==> src/rtl/sys_time_base.sv <==
// sys_time_base: day / ms-of-day / us-of-ms time base with validated load, snapshot handshake and tick pulses.
// Optional alarm comparator enabled by defining SYS_TIME_BASE_ALARM_EN.
module sys_time_base #(
    parameter int CLK_TICKS_PER_US = 60,
    parameter int US_PER_MS = 1000,
    parameter int MS_PER_DAY = 86400000,
    parameter int DAY_W = 16,
    localparam int US_W = $clog2(US_PER_MS),
    localparam int MS_W = $clog2(MS_PER_DAY)
) (
    input  logic             clk,
    input  logic             n_rst,
    input  logic             load,
    input  logic [DAY_W-1:0] load_day,
    input  logic [MS_W-1:0]  load_ms,
    input  logic [US_W-1:0]  load_us,
    output logic             load_err,
    output logic [DAY_W-1:0] day,
    output logic [MS_W-1:0]  ms_of_day,
    output logic [US_W-1:0]  us_of_ms,
    output logic             us_tick,
    output logic             ms_tick,
    output logic             day_tick,
    input  logic             snap_req,
    input  logic             snap_ack,
    output logic             snap_vld,
    output logic [DAY_W-1:0] snap_day,
    output logic [MS_W-1:0]  snap_ms,
    output logic [US_W-1:0]  snap_us,
    input  logic             clr_ovf,
`ifdef SYS_TIME_BASE_ALARM_EN
    input  logic             alarm_arm,
    input  logic [DAY_W-1:0] alarm_day,
    input  logic [MS_W-1:0]  alarm_ms,
    input  logic             alarm_clr,
    output logic             alarm_pend,
    output logic             day_ovf
`else
    output logic             day_ovf
`endif
);
    localparam int PSC_W = $clog2(CLK_TICKS_PER_US);
    localparam logic [PSC_W-1:0] PSC_MAX = PSC_W'(CLK_TICKS_PER_US - 1);
    localparam logic [US_W-1:0] US_MAX = US_W'(US_PER_MS - 1);
    localparam logic [MS_W-1:0] MS_MAX = MS_W'(MS_PER_DAY - 1);

    logic [PSC_W-1:0] psc;
    logic             term, us_wrap, ms_wrap, day_wrap, load_ok;
    logic [MS_W-1:0]  ms_nxt;
    logic [DAY_W-1:0] day_nxt;

    always_comb begin
        term     = psc == PSC_MAX;
        us_wrap  = term && us_of_ms == US_MAX;
        ms_wrap  = us_wrap && ms_of_day == MS_MAX;
        day_wrap = ms_wrap && &day;
        load_ok  = load && load_us <= US_MAX && load_ms <= MS_MAX;
        ms_nxt   = us_wrap ? (ms_wrap ? '0 : ms_of_day + 1'b1) : ms_of_day;
        day_nxt  = ms_wrap ? day + 1'b1 : day;
    end

    always_ff @(posedge clk or negedge n_rst) begin
        if (!n_rst) begin
            psc       <= '0;
            us_of_ms  <= '0;
            ms_of_day <= '0;
            day       <= '0;
            us_tick   <= 1'b0;
            ms_tick   <= 1'b0;
            day_tick  <= 1'b0;
            load_err  <= 1'b0;
            day_ovf   <= 1'b0;
            snap_vld  <= 1'b0;
            snap_day  <= '0;
            snap_ms   <= '0;
            snap_us   <= '0;
        end else begin
            load_err <= load && !load_ok;
            day_ovf  <= (day_wrap && !load_ok) || (day_ovf && !clr_ovf);
            snap_vld <= snap_req || (snap_vld && !snap_ack);
            if (snap_req) begin
                snap_day <= day;
                snap_ms  <= ms_of_day;
                snap_us  <= us_of_ms;
            end
            // A valid load replaces the whole cascade, prescaler included
            if (load_ok) begin
                psc       <= '0;
                us_of_ms  <= load_us;
                ms_of_day <= load_ms;
                day       <= load_day;
                us_tick   <= 1'b0;
                ms_tick   <= 1'b0;
                day_tick  <= 1'b0;
            end else begin
                psc       <= term ? '0 : psc + 1'b1;
                us_of_ms  <= term ? (us_wrap ? '0 : us_of_ms + 1'b1) : us_of_ms;
                ms_of_day <= ms_nxt;
                day       <= day_nxt;
                us_tick   <= term;
                ms_tick   <= us_wrap;
                day_tick  <= ms_wrap;
            end
        end
    end

`ifdef SYS_TIME_BASE_ALARM_EN
    logic             armed, fire;
    logic [DAY_W-1:0] tgt_day;
    logic [MS_W-1:0]  tgt_ms;

    // Only a counted ms advance can fire, never a load
    assign fire = armed && !load_ok && us_wrap && ms_nxt == tgt_ms && day_nxt == tgt_day;

    always_ff @(posedge clk or negedge n_rst) begin
        if (!n_rst) begin
            armed      <= 1'b0;
            tgt_day    <= '0;
            tgt_ms     <= '0;
            alarm_pend <= 1'b0;
        end else begin
            armed      <= alarm_arm || (armed && !fire);
            alarm_pend <= fire || (alarm_pend && !alarm_clr);
            if (alarm_arm) begin
                tgt_day <= alarm_day;
                tgt_ms  <= alarm_ms;
            end
        end
    end
`endif
endmodule

==> config.mk <==
export PLATFORM = sky130hd
export DESIGN_NAME = sys_time_base
export DESIGN_NICKNAME = d
export VERILOG_FILES = /design/src/rtl/sys_time_base.sv
export SDC_FILE = /design/constraint.sdc
export NUM_CORES = 1
export LEC_CHECK = 0
export BUFFER_PORTS_ARGS = -buffer_cell sky130_fd_sc_hd__buf_2
export CORE_MARGIN = 5
export CORE_UTILIZATION = 35
export CTS_CLUSTER_DIAMETER = 30
export DETAILED_ROUTE_END_ITERATION = 8
export SYNTH_ARGS = -nofsm -noshare
export SYNTH_HDL_FRONTEND = slang
export SYNTH_SLANG_ARGS = --single-unit
==> constraint.sdc <==
create_clock -name clk -period 2.96 [get_ports clk]
set_clock_uncertainty 0.2 [all_clocks]
set_input_delay 0 -clock clk [delete_from_list [all_inputs] [get_ports clk]]
set_output_delay 0 -clock clk [all_outputs]
set_load 0.005 [all_outputs]
---- After elaboration in Yosys (flattened, before gate mapping) ----
Index checks and enable logic that the tools add are counted.
cells by class
  equal/unequal tests ..................... 3
  magnitude comparators ................... 2
  add/sub/neg operators ................... 4
  reductions and logical operators ........ 18
  multiplexer cells ....................... 13
operators by type and width
  cell                     count
  $mux W27                 3
  $mux W16                 2
  $mux W10                 3
  $add A27 B1 Y27 const B  1
  $eq A27 B27 Y1 const B   1
  $le A27 B27 Y1 const B   1
  $add A16 B1 Y16 const B  1
  $reduce_and A16 Y1       1
  $mux W6                  2
  $add A10 B1 Y10 const B  1
  $eq A10 B10 Y1 const B   1
  $le A10 B10 Y1 const B   1
  $logic_and A1 B1 Y1      9
  $add A6 B1 Y6 const B    1
  $eq A6 B6 Y1 const B     1
  $reduce_bool A2 Y1       3
  $logic_not A1 Y1         3
  $mux W1                  3
  $logic_or A1 B1 Y1       2
word-level totals
  register bits ........................... 118
  output and inout port bits .............. 112
  bits of input ports ..................... 59
  word-level logic and storage cells ...... 53

---- Longest topological paths before layout ----
Gate-level depths: netlist of run 1.
  depth in word-level cells ............... 6
  gate-level depth with buffers ........... 8
  depth with buffers taken out ............ 6

---- Worst setup path before layout of run 1 ----
Ideal clock, no wire load.
  kind .................................... register -> register
  start ................................... register ms_of_day[10]
  end ..................................... register day[7]
  cell stages (with the launch flop) ...... 8
  buffers on the path ..................... 2
  data required time ...................... 2678 ps
  clock period less this slack ............ 2504 ps
  path slack .............................. 456 ps
  arrival time ............................ 2222 ps
  library setup time ...................... 82 ps
  cell sequence ........................... dfrtp_1 -> buf_6 -> or4b_4 -> nor4_4 -> nand4_4 -> buf_6 -> or3_1 -> a31oi_1
between the ends
  word-level cells in the longest chain between the ends .. 3
RTL lines
  element                              line  source
  start, declared                      19    output logic [MS_W-1:0] ms_of_day,
  start signal, assigned               90    ms_of_day <= load_ms;
  start signal, assigned               98    ms_of_day <= ms_nxt;
  $eq A27 B27 Y1                       55    ms_wrap = us_wrap && ms_of_day == MS_MAX;
  $logic_and A1 B1 Y1                  55
  $reduce_bool A2 Y1 (no source line)  n/a
  end signal, assigned                 91    day <= load_day;
  end signal, assigned                 99    day <= day_nxt;
  end, declared                        18    output logic [DAY_W-1:0] day,
No other way between the ends.
A chain may end at the register's enable or synchronous reset.

---- Final worst setup path of run 1 ----
  start ................................... register ms_of_day[26]
  end ..................................... register day[15]
The elaborated chain is that of the path after synthesis.

==> flow_summary.json, run 1 <==
{
  "grt_util_met3": 0.0419,
  "setup_ws_ps": 230,
  "hold_buffers": 60,
  "rsz0062_at_grt": "false",
  "vias": 5600,
  "cp-start-kind": "flop",
  "synth_top_flop_cell": "dfrtp_1",
  "clkTransAtPathRegs_ps": 60,
  "numCtsBuffers": 17,
  "grt_pass1_vias": 5545,
  "ys_top_cells_by_area": "dfrtp_1 (50%), mux2_2 (11%), nand2_1 (3.8%)",
  "tightest_slew_ps": 689,
  "critical_path_class": "flop to flop",
  "grt_max_degree": 63,
  "min_period_ps": 2730,
  "async_reset_ff_frac": 1.00,
  "status": "complete, no violations",
  "drc": 0,
  "fin_area_sq_um": 8420,
  "syn-mean-instance-area_sq_um": 10.2,
  "maxCapViolations": 0,
  "synth.most_common_cell": "dfrtp_1",
  "fmaxAchievable_mhz": 366,
  "hold_class": "input port to flop",
  "min_from": "load_day[0]",
  "synth_cell_types": 54,
  "rr_endpoint": "day[15]",
  "fin_nets": 888,
  "die_h_microns": 140,
  "grt_pass1_wl_microns": 29700,
  "cts_tree": "yes",
  "hold_depth": 4,
  "die_x_microns": 140,
  "synth_edf_count": 0,
  "busiest_layer": "met2",
  "worstRegToRegCells": 5,
  "met2_usage": 0.314,
  "drt-pass1-iter-count": 5,
  "avgRoutedWirePerCell_microns": 17.4,
  "n_antenna_cell": 0,
  "antenna_found_initial": 0,
  "fin_tns_setup_ps": 0,
  "routed_wl_microns": 18400,
  "synth_commonest_cells": "dfrtp_1 (118), nand2_1 (59), mux2_2 (56)",
  "grt_usage": 0.190,
  "relSlewSlack": 0.534,
  "area_growth_pct": 42.7,
  "hold_end": "day[0]",
  "power.density_nw_per_um2": 649,
  "placed_cell_area_sq_um": 7150,
  "gr-usage-met1": 0.245,
  "yosysTopAreaCell": "dfrtp_1",
  "cp.arrival_ps": 2860,
  "place.gp.congestion": 0.868,
  "h-tree-depth": 4,
  "synth_warnings": 0,
  "cts_buffer_depth": 2,
  "cp.required_ps": 3090,
  "drv_slew": 0,
  "r2r_slack_ps": 230,
  "final_cells": 1058,
  "hold_violations": 0,
  "portBuffers": 170,
  "dp.cells": 966,
  "start_util": 0.356,
  "fin_crit_sh": 0.922,
  "fp-row-count": 47,
  "ir_worst_vdd_mv": 0.444,
  "drive_above_1_share": 0.353,
  "clk_latency_ps": 420,
  "setup_viol": 0,
  "power.leakage_nw": 3.61,
  "cts-root-buf": "clkbuf_16",
  "crit-reg2reg-launch": "ms_of_day[26]",
  "fin_util": 0.508,
  "critPathMaxFanout": 19,
  "viasPerCell": 5.29,
  "synth_seq_cells": 118,
  "dp_hpwl_microns": 13000,
  "postCtsSetupBuffers": 0,
  "clock_sinks": 118,
  "cp-end-kind": "flop",
  "grt_remaining_overflow": 0,
  "dp_worst_setup_slack_ps": 268,
  "drt_iter0_drc": 347,
  "coreArea_sq_um": 16600,
  "cts_resized": 0,
  "dieArea_sq_um": 19600,
  "top_level_ports": 171,
  "synthCells": 581,
  "yosysSeqAreaShare": 0.500,
  "antenna_left": 0,
  "synth_top_cell_area_share": 0.500,
  "syn_nets": 644,
  "syn_area_sq_um": 5900
}
worst max-delay path by stage:
stage                  start      end  slack, ps
6_report       ms_of_day[26]  day[15]        230
5_1_grt        ms_of_day[26]  day[14]        100
4_1_cts        ms_of_day[26]  day[11]        260
3_5_place_dp   ms_of_day[26]  day[11]        270
3_3_place_gp   ms_of_day[26]  day[11]        310
2_1_floorplan  ms_of_day[10]   day[7]        460
state kept, by name (all words and copies together), names as in the netlist:
signal and count:
day_ovf 1, day_tick 1, day 16, load_err 1, ms_of_day 27, us_of_ms 10
ms_tick 1, snap_day 16, us_tick 1, psc 6, snap_us 10, snap_ms 27
snap_vld 1
through the flow:
stage / power [mW] / hold WS [ps]
after floorplan: 2.60 / -496
after global placement: 3.10 / -106
after detailed placement: 3.13 / -99.5
after CTS: 5.52 / 106
after global routing: 5.75 / 142
final: 5.46 / 132
area by class of cell:
| type | instances | area [sq um] |
|---|---|---|
| inverter | 12 | 45.0 |
| multi-input combinational | 419 | 2780 |
| timing repair buffer | 257 | 1710 |
| clock inverter | 12 | 200 |
| fill | 1557 | 8160 |
| sequential | 118 | 2950 |
| tap | 220 | 275 |
| clock buffer | 20 | 457 |
critical path: stages (launching register included):
cell and delay [ps]:
dfrtp_1 460, or4b_1 540, nor4_4 450, nand4_4 290
or4_1 540, a31oi_1 170
placed cells by master (no fill, tap or decap), types with 6 or more instances in the layout:
| cell | instances |
|---|---|
| buf_2 | 169 |
| dfrtp_1 | 118 |
| nand2_1 | 59 |
| dlygate4sd3_1 | 59 |
| mux2_2 | 56 |
| nor2_1 | 53 |
| o21ai_0 | 36 |
| buf_4 | 25 |
| a31oi_1 | 23 |
| nand3_1 | 21 |
| nand4_1 | 20 |
| clkbuf_16 | 17 |
| nor3_1 | 14 |
| a21oi_1 | 14 |
| or4_1 | 13 |
| inv_1 | 12 |
| or3_1 | 11 |
| nor4_1 | 10 |
| o31ai_1 | 10 |
| xnor2_1 | 9 |
| xor2_1 | 7 |
| o211ai_1 | 6 |
where the power goes:
| group | leakage [nW] | switching (mW) | total (mW) | internal (mW) |
|---|---|---|---|---|
| Combinational | 1.96 | 0.504 | 1.04 | 0.534 |
| Clock | 0.312 | 0.768 | 2.30 | 1.54 |
| Sequential | 1.33 | 0.251 | 2.12 | 1.87 |
metal layers:
metal	vias up	share of wire	wire (microns)
li1	2655	-	-
met2	197	0.49	9070
met3	26	0.056	1040
met4	0	0.022	400
met1	2722	0.43	7850
met5	-	0	0
kinds of logic after synthesis:
family / after synthesis / synth area share
AND/OR/NAND/NOR: 228 / 0.205
flip-flops: 118 / 0.500
AO/OA/AOI/OAI: 111 / 0.118
multiplexers: 60 / 0.114
buffers and inverters: 44 / 0.0307
XOR/XNOR: 16 / 0.0237
adder cells (fa/ha/maj): 4 / 0.00848
Note: power is estimated with default switching activity, not from simulation.
==> inputs of run 2 (changes only) <==
--- a/config.mk
+++ b/config.mk
@@ -5,6 +5,7 @@
 export SDC_FILE = /design/constraint.sdc
 export NUM_CORES = 1
 export LEC_CHECK = 0
+export ABC_AREA = 1
 export BUFFER_PORTS_ARGS = -buffer_cell sky130_fd_sc_hd__buf_2
 export CORE_MARGIN = 5
 export CORE_UTILIZATION = 35
==> flow_summary.json, run 2 <==
{
  "status": "complete, no violations",
  "critPathMaxFanout": 23,
  "cts-root-buf": "clkbuf_16",
  "grt_usage": 0.208,
  "antenna_found_initial": 0,
  "cp-end-kind": "flop",
  "cp-start-kind": "flop",
  "yosysTopAreaCell": "dfrtp_1",
  "fin_tns_setup_ps": 0,
  "drc": 0,
  "clkTransAtPathRegs_ps": 60,
  "reg.largest.list": "ms_of_day: 27 flops, snap_ms: 27 flops",
  "drv_slew": 0,
  "synth_warnings": 0,
  "start_util": 0.355,
  "h-tree-depth": 4,
  "routed_wl_microns": 22900,
  "fin_crit_sh": 0.892,
  "hold_violations": 0,
  "portBuffers": 170,
  "drt_iter0_drc": 503,
  "power.density_nw_per_um2": 603,
  "fp-row-count": 51,
  "synth_commonest_cells": "nand3_1 (169), nand2_1 (143), nor2_1 (125)",
  "ir_worst_vdd_mv": 0.400,
  "synthCells": 879,
  "fin_nets": 1152,
  "clock_sinks": 118,
  "vias": 7045,
  "synth_seq_cells": 118,
  "grt_max_degree": 63,
  "coreArea_sq_um": 19400,
  "syn-mean-instance-area_sq_um": 7.84,
  "die_h_microns": 150,
  "dieArea_sq_um": 22600,
  "synth_edf_count": 0,
  "clk_latency_ps": 420,
  "min_period_ps": 2640,
  "critical_path_class": "flop to flop",
  "r2r_slack_ps": 320,
  "maxCapViolations": 0,
  "setup_viol": 0,
  "power.leakage_nw": 4.45,
  "cts_resized": 0,
  "rr_endpoint": "us_of_ms[7]",
  "numCtsBuffers": 17,
  "grt_pass1_wl_microns": 37400,
  "hold_class": "input port to asynchronous set/reset pin",
  "area_growth_pct": 32.8,
  "grt_remaining_overflow": 0,
  "drive_above_1_share": 0.247,
  "crit-reg2reg-launch": "us_of_ms[0]",
  "power_mw": 5.52,
  "dp.cells": 1276,
  "ys_top_cells_by_area": "dfrtp_1 (43%), nand3_1 (12%), nand2_1 (7.8%)",
  "relSlewSlack": 0.422,
  "die_x_microns": 150,
  "fmaxAchievable_mhz": 379,
  "synth_top_cell_area_share": 0.429,
  "cp.arrival_ps": 2740,
  "startpoint": "us_of_ms[0]",
  "postCtsSetupBuffers": 0,
  "synth.most_common_cell": "nand3_1",
  "avgRoutedWirePerCell_microns": 16.8,
  "grt_pass1_vias": 7073,
  "hold_ws_ps": 12.5,
  "syn_nets": 942,
  "syn_area_sq_um": 6890,
  "cp.required_ps": 3060,
  "cp-endpoint": "us_of_ms[7]",
  "yosysSeqAreaShare": 0.429,
  "top_level_ports": 171,
  "cts_tree": "yes",
  "synth_cell_types": 35,
  "synth_top_flop_cell": "dfrtp_1",
  "viasPerCell": 5.15,
  "async_reset_ff_frac": 1.00,
  "antenna_left": 0,
  "most-common-layout-cells": "nand3_1 (169), buf_2 (169), nand2_1 (143)",
  "final_cells": 1367,
  "tightest_slew_ps": 867,
  "cts_buffer_depth": 2,
  "drt-pass1-iter-count": 6,
  "place.gp.congestion": 0.937,
  "fin_util": 0.472,
  "worstRegToRegCells": 8,
  "rsz0062_at_grt": "false",
  "n_antenna_cell": 0,
  "dp_hpwl_microns": 16000
}
[run 2: cell count changes after synthesis, moves of 23 or more]
cell / before / now
nand4_1: 20 / 69
nor2_1: 53 / 125
nand3_1: 21 / 169
nand2_1: 59 / 143
inv_1: 12 / 64
o21ai_0: 36 / 4
mux2_2: 56 / 25
a31oi_1: 23 / 0
[run 2: report_power, final]
| group | switching [mW] | internal (mW) | total (mW) |
|---|---|---|---|
| Combinational | 0.609 | 0.523 | 1.13 |
| Sequential | 0.302 | 1.87 | 2.17 |
| Clock | 0.755 | 1.46 | 2.21 |
| Total | 1.67 | 3.85 | 5.52 |
[run 2: metal layers]
| metal | global-route usage | share of wire | vias up |
|---|---|---|---|
| met5 | 0 | 0 | - |
| met1 | 0.278 | 0.44 | 3353 |
| met4 | 0.0732 | 0.029 | 0 |
| met3 | 0.0458 | 0.068 | 37 |
| met2 | 0.333 | 0.47 | 283 |
| li1 | - | - | 3372 |
[run 2: area by class of cell]
class                   count  area (sq um)
clock buffers              25           515
clock inverters             7           115
fillers                  1932         10200
inverters                  69           260
multi-input cells         639          3400
flip-flops and latches    118          2950
well taps                 265           332
repair buffers            244          1570
[run 2: critical path, stage by stage, from the launching register on]
cell     delay [ps]
dfrtp_1         520
ha_1            220
nand2_1         100
nor2_1          130
nand4_2         500
inv_2           590
nor2_1           70
nand3_1         100
nand3_1          90
[run 2: worst min path at each step]
stage	cells past startpoint	to	slack, ps
final	2	ms_of_day[16]	10
after global routing	2	snap_ms[17]	90
after CTS	2	snap_ms[17]	70
after detailed placement	1	snap_ms[17]	-30
after global placement	1	snap_ms[17]	-40
after floorplan	0	day[0]	-500
[run 2: cells by family (layout without fill, tap and decap cells)]
logic type               count (synthesis)  in the layout  share of synthesized area
XOR/XNOR                                31             31                     0.0394
multiplexers                            25             25                     0.0409
AND/OR/NAND/NOR                        542            542                      0.378
buffers and inverters                  122            345                     0.0783
flip-flops                             118            118                      0.429
adder cells (fa/ha/maj)                  4              4                    0.00727
AO/OA/AOI/OAI                           37             37                     0.0276
[run 2: metrics by stage]
step	area [sq um]	setup WS, ps
5_1_grt	9150	35.4
3_3_place_gp	7930	410
6_report	9150	320
4_1_cts	9150	346
3_5_place_dp	7930	334
2_1_floorplan	6890	1040
[run 2: what timing repair did]
item                       CTS  global route
hold buffers                59             0
setup endpoints to repair    0             0
hold endpoints to repair   138             0
==> inputs of run 3 (changes only) <==
--- a/config.mk
+++ b/config.mk
@@ -11,6 +11,7 @@
 export CORE_UTILIZATION = 35
 export CTS_CLUSTER_DIAMETER = 30
 export DETAILED_ROUTE_END_ITERATION = 8
+export PLACE_DENSITY_LB_ADDON = 0.15
 export SYNTH_ARGS = -nofsm -noshare
 export SYNTH_HDL_FRONTEND = slang
 export SYNTH_SLANG_ARGS = --single-unit
==> flow_summary.json, run 3 (synthesis results as in run 2) <==
{
  "cts_resized": 0,
  "fmaxAchievable_mhz": 413,
  "postCtsSetupBuffers": 0,
  "most-common-layout-cells": "nand3_1 (169), buf_2 (169), nand2_1 (143)",
  "dieArea_sq_um": 22600,
  "setup_viol": 0,
  "power.leakage_nw": 4.47,
  "rsz0062_at_grt": "false",
  "fin_util": 0.473,
  "hold_class": "input port to flop",
  "clk_latency_ps": 420,
  "fp-row-count": 51,
  "fin_nets": 1155,
  "critPathMaxFanout": 20,
  "tightest_slew_ps": 632,
  "cp-end-kind": "flop",
  "viasPerCell": 5.15,
  "worstRegToRegCells": 9,
  "cpMostUsedCell": "nand3_1",
  "clkTransAtPathRegs_ps": 60,
  "cp.required_ps": 3060,
  "hold_buffers": 61,
  "top_level_ports": 171,
  "routed_wl_microns": 23200,
  "maxCapViolations": 0,
  "critPathBufInv": 1,
  "fin_crit_sh": 0.818,
  "dp_hpwl_microns": 16200,
  "ir_worst_vdd_mv": 0.415,
  "antenna_found_initial": 1,
  "grt_remaining_overflow": 0,
  "hold_violations": 0,
  "min_period_ps": 2420,
  "crit_chain": "ha_1 -> nand2_1 -> nor2_1 -> nand4_2 -> buf_4 -> nor2_4 -> nand2_2 -> nand3_1 -> nand3_1",
  "cp_slowest_stage_delay_ps": 510,
  "drv_slew": 0,
  "grt_usage": 0.211,
  "power.density_nw_per_um2": 602,
  "relSlewSlack": 0.579,
  "cts_tree": "yes",
  "num-fill-cells": 1985,
  "cp.arrival_ps": 2520,
  "path_depth": 9,
  "drive_above_1_share": 0.245,
  "crit_family": "simple AND/OR/NAND/NOR gates",
  "h-tree-depth": 4,
  "clock_sinks": 118,
  "cts-root-buf": "clkbuf_16",
  "avgRoutedWirePerCell_microns": 17.0,
  "drt_iter0_drc": 440,
  "grt_pass1_wl_microns": 37800,
  "numCtsBuffers": 17,
  "place.gp.congestion": 0.897,
  "critical_path_class": "flop to flop",
  "area_growth_pct": 33.4,
  "status": "complete, no violations",
  "grt_pass1_vias": 7068,
  "startpoint": "us_of_ms[0]",
  "r2r_slack_ps": 540,
  "drc": 0,
  "die_x_microns": 150,
  "slowest_stage": "dfrtp_1",
  "vias": 7060,
  "cp-endpoint": "day[9]",
  "cp-start-kind": "flop",
  "rr_endpoint": "day[9]",
  "start_util": 0.355,
  "cts_buffer_depth": 2,
  "reg.largest.list": "ms_of_day: 27 flops, snap_ms: 27 flops",
  "grt_max_degree": 68,
  "antenna_left": 0,
  "fin_tns_setup_ps": 0,
  "crit-reg2reg-launch": "us_of_ms[0]",
  "die_h_microns": 150,
  "portBuffers": 170,
  "drt-pass1-iter-count": 5,
  "coreArea_sq_um": 19400
}
==> run 3: area by class of cell <==
class	count	area, sq um	area share
Timing Repair Buffer	247	1610	0.175
Multi-Input combinational cell	639	3400	0.371
Antenna cell	1	2.50	0.000272
Tap cell	265	332	0.0361
Sequential cell	118	2950	0.321
Inverter	69	260	0.0283
Clock buffer	23	478	0.0520
Clock inverter	8	146	0.0159
==> run 3: worst min-delay path by stage <==
| stage | cells past startpoint | slack, ps | end | start |
|---|---|---|---|---|
| final | 4 | 130 | load_err | load |
| after global routing | 4 | 140 | load_err | load |
| after CTS | 4 | 120 | load_err | load |
| after detailed placement | 1 | -320 | snap_ms[15] | n_rst |
| after global placement | 1 | -320 | snap_ms[13] | n_rst |
| after floorplan | 0 | -500 | day[0] | n_rst |
==> run 3: per-layer routing <==
metal,wire length (microns),GRT usage
met4,607,0.0855
met5,0,0
met1,10500,0.286
met2,10900,0.334
met3,1220,0.0397
==> run 3: worst register-to-register path, stage by stage, from the launching register on <==
cell,delay [ps]
dfrtp_1,510
ha_1,220
nand2_1,100
nor2_1,130
nand4_2,210
buf_4,270
nor2_4,120
nand2_2,280
nand3_1,180
nand3_1,80
==> run 3: power by group <==
group | internal, mW | total, mW | switching (mW)
Clock | 1.47 | 2.23 | 0.762
Combinational | 0.526 | 1.13 | 0.606
Sequential | 1.87 | 2.17 | 0.300
==> run 3: through the flow <==
stage / hold WS (ps) / setup WS [ps] / std cells / total power [mW] / cell area, sq um
final: 130 / 540 / 1370 / 5.53 / 9190
after global routing: 137 / 293 / 1370 / 5.84 / 9190
after CTS: 121 / 534 / 1369 / 5.59 / 9180
after detailed placement: -325 / 552 / 1277 / 3.28 / 7950
after global placement: -325 / 635 / 1277 / 3.27 / 7950
after floorplan: -496 / 1040 / 879 / 2.73 / 6890
